## config.mk

```make
export PLATFORM = sky130hd
export DESIGN_NAME = key_loader
export DESIGN_NICKNAME = d
export VERILOG_FILES = /design/src/rtl/key_loader.sv
export SDC_FILE = /design/constraint.sdc
export NUM_CORES = 1
export LEC_CHECK = 0
export BUFFER_PORTS_ARGS = -buffer_cell sky130_fd_sc_hd__buf_2
export CORE_ASPECT_RATIO = 1.2
export CORE_MARGIN = 4
export CORE_UTILIZATION = 47
export DETAILED_ROUTE_END_ITERATION = 8
export GPL_TIMING_DRIVEN = 0
export PLACE_DENSITY = 0.76
export SLEW_MARGIN = 25
export SYNTH_ARGS = -nofsm -noshare
export SYNTH_HDL_FRONTEND = slang
export SYNTH_SLANG_ARGS = --single-unit
```

## constraint.sdc

```tcl
create_clock -name clock_i -period 1.84 [get_ports clock_i]
set_input_delay 0.092 -clock clock_i [delete_from_list [all_inputs] [get_ports clock_i]]
set_output_delay 0.092 -clock clock_i [all_outputs]
set_load 0.01 [all_outputs]
```

## src/rtl/key_loader.sv

```systemverilog
// key_loader: assembles a masked key of programmable length k from 32-bit words.
// Optional build macro KEY_LOADER_ZEROIZE_EN clears key_o when the consumer acknowledges.
module key_loader #(
  parameter int WORD_W = 32,
  parameter int KEY_W  = 160,
  parameter int LEN_W  = 8
) (
  input  logic              clock_i,
  input  logic              resetb_i,
  input  logic              start_i,
  input  logic [LEN_W-1:0]  key_length_k_i,
  input  logic [WORD_W-1:0] word_i,
  input  logic              word_valid_i,
  output logic              word_ready_o,
  output logic [KEY_W-1:0]  key_o,
  output logic [LEN_W-1:0]  key_length_k_o,
  output logic              key_valid_o,
  input  logic              key_ack_i,
  output logic              busy_o,
  output logic              error_o,
  output logic [1:0]        fsm_state
);

  localparam int NSLOT = KEY_W / WORD_W;
  localparam int CNT_W = $clog2(NSLOT + 1);

  // Handshakes: a word moves on a rising edge where word_valid_i && word_ready_o;
  // the key is handed over on a rising edge where key_valid_o && key_ack_i.
  // Neither ready nor valid depends combinationally on the partner's signal.
  typedef enum logic [1:0] {
    IDLE = 2'd0,
    LOAD = 2'd1,
    DONE = 2'd2
  } state_t;

  state_t           state;
  state_t           state_nx;
  logic [CNT_W-1:0] cnt;
  logic [LEN_W:0]   nwords_q;
  logic [KEY_W-1:0] key_q;
  logic [KEY_W-1:0] mask;
  logic [LEN_W-1:0] len_q;
  logic             err_q;
  logic [LEN_W:0]   k_ext;
  logic [LEN_W:0]   nwords_full;
  logic             k_legal;
  logic             start_ok;
  logic             start_bad;
  logic             xfer;
  logic             last_xfer;

  // Length decode is done one bit wider so k = 255 cannot wrap the word count.
  always_comb begin
    k_ext       = {1'b0, key_length_k_i};
    k_legal     = (k_ext != '0) && (k_ext <= (LEN_W+1)'(KEY_W));
    nwords_full = (k_ext + (LEN_W+1)'(WORD_W - 1)) / (LEN_W+1)'(WORD_W);
    start_ok    = (state == IDLE) && start_i && k_legal;
    start_bad   = (state == IDLE) && start_i && !k_legal;
    xfer        = (state == LOAD) && word_valid_i;
    last_xfer   = xfer && ((LEN_W+1)'(cnt) == (nwords_q - (LEN_W+1)'(1)));
  end

  // Bits at or above the latched length are forced to zero as words land.
  always_comb begin
    mask = '0;
    for (int i = 0; i < KEY_W; i++) begin
      mask[i] = (i < int'(len_q));
    end
  end

  always_comb begin
    state_nx = state;
    case (state)
      IDLE:    if (start_ok)  state_nx = LOAD;
      LOAD:    if (last_xfer) state_nx = DONE;
      DONE:    if (key_ack_i) state_nx = IDLE;
      default: state_nx = IDLE;
    endcase
  end

  always_ff @(posedge clock_i) begin
    if (!resetb_i) begin
      state <= IDLE;
    end else begin
      state <= state_nx;
    end
  end

  always_ff @(posedge clock_i) begin
    if (!resetb_i) begin
      key_q    <= '0;
      len_q    <= '0;
      cnt      <= '0;
      nwords_q <= '0;
      err_q    <= 1'b0;
    end else begin
      err_q <= start_bad;
      if (start_ok) begin
        len_q    <= key_length_k_i;
        nwords_q <= nwords_full;
        key_q    <= '0;
        cnt      <= '0;
      end else if (xfer) begin
        for (int s = 0; s < NSLOT; s++) begin
          if (cnt == CNT_W'(s)) begin
            key_q[s*WORD_W +: WORD_W] <= word_i & mask[s*WORD_W +: WORD_W];
          end
        end
        cnt <= cnt + CNT_W'(1);
      end
`ifdef KEY_LOADER_ZEROIZE_EN
      else if ((state == DONE) && key_ack_i) begin
        key_q <= '0;
      end
`endif
    end
  end

  assign word_ready_o   = (state == LOAD);
  assign key_valid_o    = (state == DONE);
  assign busy_o         = (state != IDLE);
  assign error_o        = err_q;
  assign key_o          = key_q;
  assign key_length_k_o = len_q;
  assign fsm_state      = state;

endmodule

```

* Yosys cells after proc, flatten, opt, wreduce, memory -nomap -nowiden
Cells that the tools add are included.
Widths: inputs -> output; s select.
** Operators by class
- $add $sub $neg :: 3
- $mul :: 0
- Div/mod/pow operators :: 0
- Order comparisons :: 161
- Equality and inequality tests :: 10
- Shift operators :: 0
- Muxes and demuxes :: 4
- Bitwise operators :: 6
- Reductions and logical operators :: 18
** Operators with widths (number)
- $lt 7x8->1 const A :: 64
- $lt 6x8->1 const A :: 32
- $lt 8x8->1 const A :: 32
- $and 32x32->32 :: 5
- $lt 5x8->1 const A :: 16
- $lt 4x8->1 const A :: 8
- $lt 3x8->1 const A :: 4
- $lt 1x8->1 const A :: 2
- $lt 2x8->1 const A :: 2
- $reduce_and 2->1 :: 5
- $add 8x5->9 const B :: 1
- $eq 3x9->1 :: 1
- $le 8x8->1 const B :: 1
- $reduce_bool 8->1 :: 1
- $eq 3x2->1 const B :: 2
- $logic_and 1x1->1 :: 6
- $mux 2 :: 3
- $pmux 2 s3 :: 1
- $sub 4x1->5 const B :: 1
- $ne 2x1->1 const B :: 2
- $add 3x1->3 const B :: 1
- $eq 3x1->1 const B :: 1
- $eq 3x3->1 const B :: 1
- $logic_not 3->1 :: 1
- 9 further kinds :: 9
** Word-level totals
- Register bits :: 178
- Bits in latches :: 0
- Bits in writable memories :: 0
- ROM bits :: 0
- Output and inout port bits :: 174
- Logic and storage cells :: 212
- Memories kept :: 0

* Longest topological paths before layout
- Word-level depth :: 5
- Gate-level depth with buffers :: 8
- Gate-level depth less buffers :: 6

* Least setup slack after synthesis
Ideal clock, no wire load.
- Path type :: register to register
- Start point :: register cnt[0]
- End point :: register key_q[152], in the netlist key_o[152]
- Arrival :: 1.730 ns
- Setup slack :: -0.007 ns
- Cell stages (with the launch flop) :: 9
- Period minus slack after synthesis :: 1.847 ns
- Cell sequence :: dfxtp_1 inv_1 ha_1 nand3_1 or3b_2 clkbuf_1 clkbuf_1 a32oi_1 nor2_1
** Between the ends
- Longest elaborated chain between the ends :: 2
** Ends and longest elaborated chain
- from (decl) :: RTL line 38 : logic [CNT_W-1:0] cnt;
- from (signal assigned) :: RTL line 109 : cnt <= cnt + CNT_W'(1);
- $eq 3x3->1 :: RTL line 105 : if (cnt == CNT_W'(s)) begin
- $reduce_and 2->1 (no line)
- to (signal, indexed assignment) :: RTL line 106 : key_q[s*WORD_W +: WORD_W] <= word_i & mask[s*WORD_W +: WORD_W];
- to (decl) :: RTL line 40 : logic [KEY_W-1:0] key_q;
No other way between the ends.
A chain may end at the register's enable or synchronous reset.

* Final worst setup path
- Start point :: register state[1], in the netlist fsm_state[1]
- End point :: register key_q[79], in the netlist key_o[79]
** Between the ends
- Longest elaborated chain between the ends :: 4
- Elaborated cells on any way between the ends :: 7
- Classes of those cells :: eq/ne (1); reduce/logical (6)
** Ends and longest elaborated chain
- from (decl) :: RTL line 36 : state_t state;
- from (signal assigned) :: RTL line 85 : state <= state_nx;
- $logic_not 2->1 :: RTL line 57 : start_ok = (state == IDLE) && start_i && k_legal;
- $logic_and 1x1->1 (2 in a row) :: RTL line 57
- $reduce_or 2->1 (no line)
Parallel ways exist; a longest one is shown, timed or not.

==> impl_metrics.toml <==
[worst_setup_path]
slowest_stage = "or3b_4"
cp.arrival_ns = 2.30
cp.required_ns = 2.16
crit_path_start_kind = "register"
critical_path.endpoint_type = "register"
rr_worst_depth = 9
crit_chain = "buf_8 > or3b_4 > a21o_4 > o21ai_4 > buf_6 > buf_12 > buf_12 > buf_12 > nor2_2"
crit_fanout = 5
slowest_delay_ns = 0.38
path_common_cell = "buf_12"
critical_path_class = "reg -> reg"
timing.reg2reg.setup_slack_ns = -0.13

[yosys]
synth_fa_ha_area_share_pct = 0.945
yosysWarnings = 0
synthDistinctLibCells = 58
synth-compound-area-share_pct = 24.6
synth_top_cell_area_share_pct = 44.8
syn_avg_cell_area_um2 = 8.30
synth.net_count = 1008
synth_xor_xnor_area_share_pct = 0.772
yosys.area_share.simple_pct = 21.9
synth_area_leaders = "dfxtp_1, a21oi_1, nand2_1, a32oi_1, nand3_1"
synth_edf_count = 0
synth.most_common_cell = "dfxtp_1"
synthesis.area_um2 = 7950
yosys-top-cells-count = "dfxtp_1, nand2_1, a21oi_1"
async_flop_share_pct = 0
yosys.area.top_type = "dfxtp_1"
ys_seq_area_share_pct = 44.8
ys.flop_type = "dfxtp_1"
synth.mux.area_fraction_pct = 0
synth_top_family_by_area = "compound AO/OA/AOI/OAI gates"
synth_seq_cells = 178
syn_inst = 957

[route]
vias = 9862
avgViaCountPerCell = 6.64
drc = 1
dr.pass1.iters = 9
wl_per_cell_um = 27.6
drtAntennaViolNets = 0
drtIter0Drc = 1278
drt-total-wl_mm = 41.0

[place]
portBuffers = 217
gp_congestion = 0.991
dp_cells = 1386
post-dp-hpwl_mm = 27.9

[timing]
slew_viol_final = 0
clock_skew_ns = 0.00826
max_slew.worst_pin.slew_ns = 0.946
fmax_mhz = 506
finalSetupTns_ns = -8.42
fin_ws_ns = -0.135
final_hold_viol_count = 0
rsz0062_at_grt = "true"
finalSetupViolations = 153
fin_crit_ns = 1.97
slew_headroom_pct = 36.3
period_share_pct = 107

[global_routing]
grt_max_degree = 17
antenna_found_initial = 0
grt_overflow = 0
grtUsageTotal_pct = 41.0
grt_pass1_vias = 9308
grt_pass1_wl_mm = 58.4

[power]
switching_power_mw = 2.81
p_leak_nw = 4.55
pwr-share-comb_pct = 18.4
power.share.clock_pct = 40.1
switching_share_pct = 29.5
total_power_mw = 9.53
intPower_mw = 6.72
peakVddDrop_uv = 609
seqPwrFrac_pct = 41.5
p_per_area_nw_per_um2 = 821

[layout]
syn_to_final_growth_pct = 46.1
finalNetCount = 1312
n_antenna_cell = 0
fin_cells = 1485
drive_above_1_share_pct = 40.5
final_core_utilization_pct = 70.8
final.fill_count = 1329

[clocking]
htree_levels = 4
path_clk_slew_ns = 0.07
cts_tree = "done"
clk_latency_ns = 0.44
cts_buffers = 17
root_buffer = "clkbuf_16"
cts.sinks = 178
clockBufferDepth = 2

[job]
cap_viol_max_count = 0

[status]
status = "finished with violations"
violations = "DRC, setup timing"

[floorplanning]
die_h_um = 150
std_cell_rows = 51
die_area_um2 = 19100
initial_core_util_pct = 48.5
top_level_ports = 219
core_area_um2 = 16400
dieWidth_um = 127

[min_path]
min_path_type = "in -> reg"
hold_depth = 3
per-stage QoR:
stage	setup slack, ns	instance area [um^2]	hold slack, ns
2_1_floorplan	-0.00673	7950	0.210
3_3_place_gp	-0.658	9300	0.381
3_5_place_dp	-0.699	9310	0.366
4_1_cts	-0.120	11100	0.000705
5_1_grt	-0.179	11600	0.00659
6_report	-0.135	11600	0.0188
registers in the layout (all words and copies together), names as in the netlist:
name / count
cnt: 3
error_o: 1
fsm_state: 2
key_length_k_o: 8
key_o: 160
nwords_q: 4
final timing paths:
check	startpoint	endpoint
max	fsm_state[1]$_SDFFE_PN0P_	key_o[79]$_SDFFE_PP0P_
max reg2reg	fsm_state[1]$_SDFFE_PN0P_	key_o[79]$_SDFFE_PP0P_
min reg2reg	key_o[23]$_SDFFE_PP0P_	key_o[23]$_SDFFE_PP0P_
min	word_i[5]	key_o[5]$_SDFFE_PP0P_
area by class of cell:
type,instances,area (um^2),share of cell area (%)
multi-input cells,680,4420,38.1
flip-flops and latches,178,3580,30.8
repair buffers,292,1960,16.9
plain buffers,80,739,6.37
clock buffers,18,429,3.70
well taps,212,265,2.28
clock inverters,13,174,1.50
inverters,11,43.8,0.377
repair inverters,1,3.75,0.0323
cell families after synthesis:
family | after synthesis
AOI/OAI and AO/OA | 297
and+or+nand+nor | 370
buffers and inverters | 99
DFF | 178
adders and majority gates | 6
xor gates and xnor gates | 7
power by group through the flow:
stage | Sequential (mW) | Combinational (mW) | Clock, mW
CTS | 3.94 | 1.58 | 3.79
floorplan | 4.02 | 0.684 | 0
detailed placement | 4.01 | 1.19 | 0
global route | 3.95 | 1.80 | 3.98
finish | 3.95 | 1.75 | 3.83
global placement | 4.01 | 1.19 | 0
metal layers:
layer	vias to the layer above	wire (um)	global-route usage [%]
li1	4113	-	-
met1	4762	14700	50.4
met3	230	4510	9.55
met4	0	3380	26.1
met2	757	18400	64.6
met5	-	0	0
worst max-delay path: cells and delay by family (launching register included):
kind                   cells  cell delay (ns)
AOI/OAI and AO/OA          2             0.42
DFF                        1             0.34
buffers and inverters      5             0.66
and+or+nand+nor            2             0.42
layout by cell type, fill, tap and decap left out, types with 4 or more instances in the layout:
master and instances:
buf_2 226, dfxtp_1 170, nand2_1 165, a21oi_1 70, nor2_1 58, nand3_1 56, a21oi_2 52, buf_4 48
a32oi_1 46, o211ai_1 34, o21ai_0 28, o2111ai_1 23, clkbuf_16 21, buf_6 19, clkbuf_2 19, nand4_1 15
buf_8 13, buf_12 13, dlygate4sd3_1 12, clkbuf_4 10, inv_1 9, nor2_4 8, nor2_2 7, o2111ai_2 7
dfxtp_2 7, and2_1 6, nor3_1 6, xnor2_1 6, nand3b_1 5, a21oi_4 5, ha_1 5, nor2b_1 4
clkbuf_1 4, inv_6 4
what timing repair did:
action	in CTS	in global routing
pin swaps	13	15
hold buffers	12	0
buffers inserted	32	22
resized for setup	183	112
setup endpoints to repair	167	172
hold endpoints to repair	15	0
cloned	10	5
Note: power is estimated with default switching activity, not from simulation.
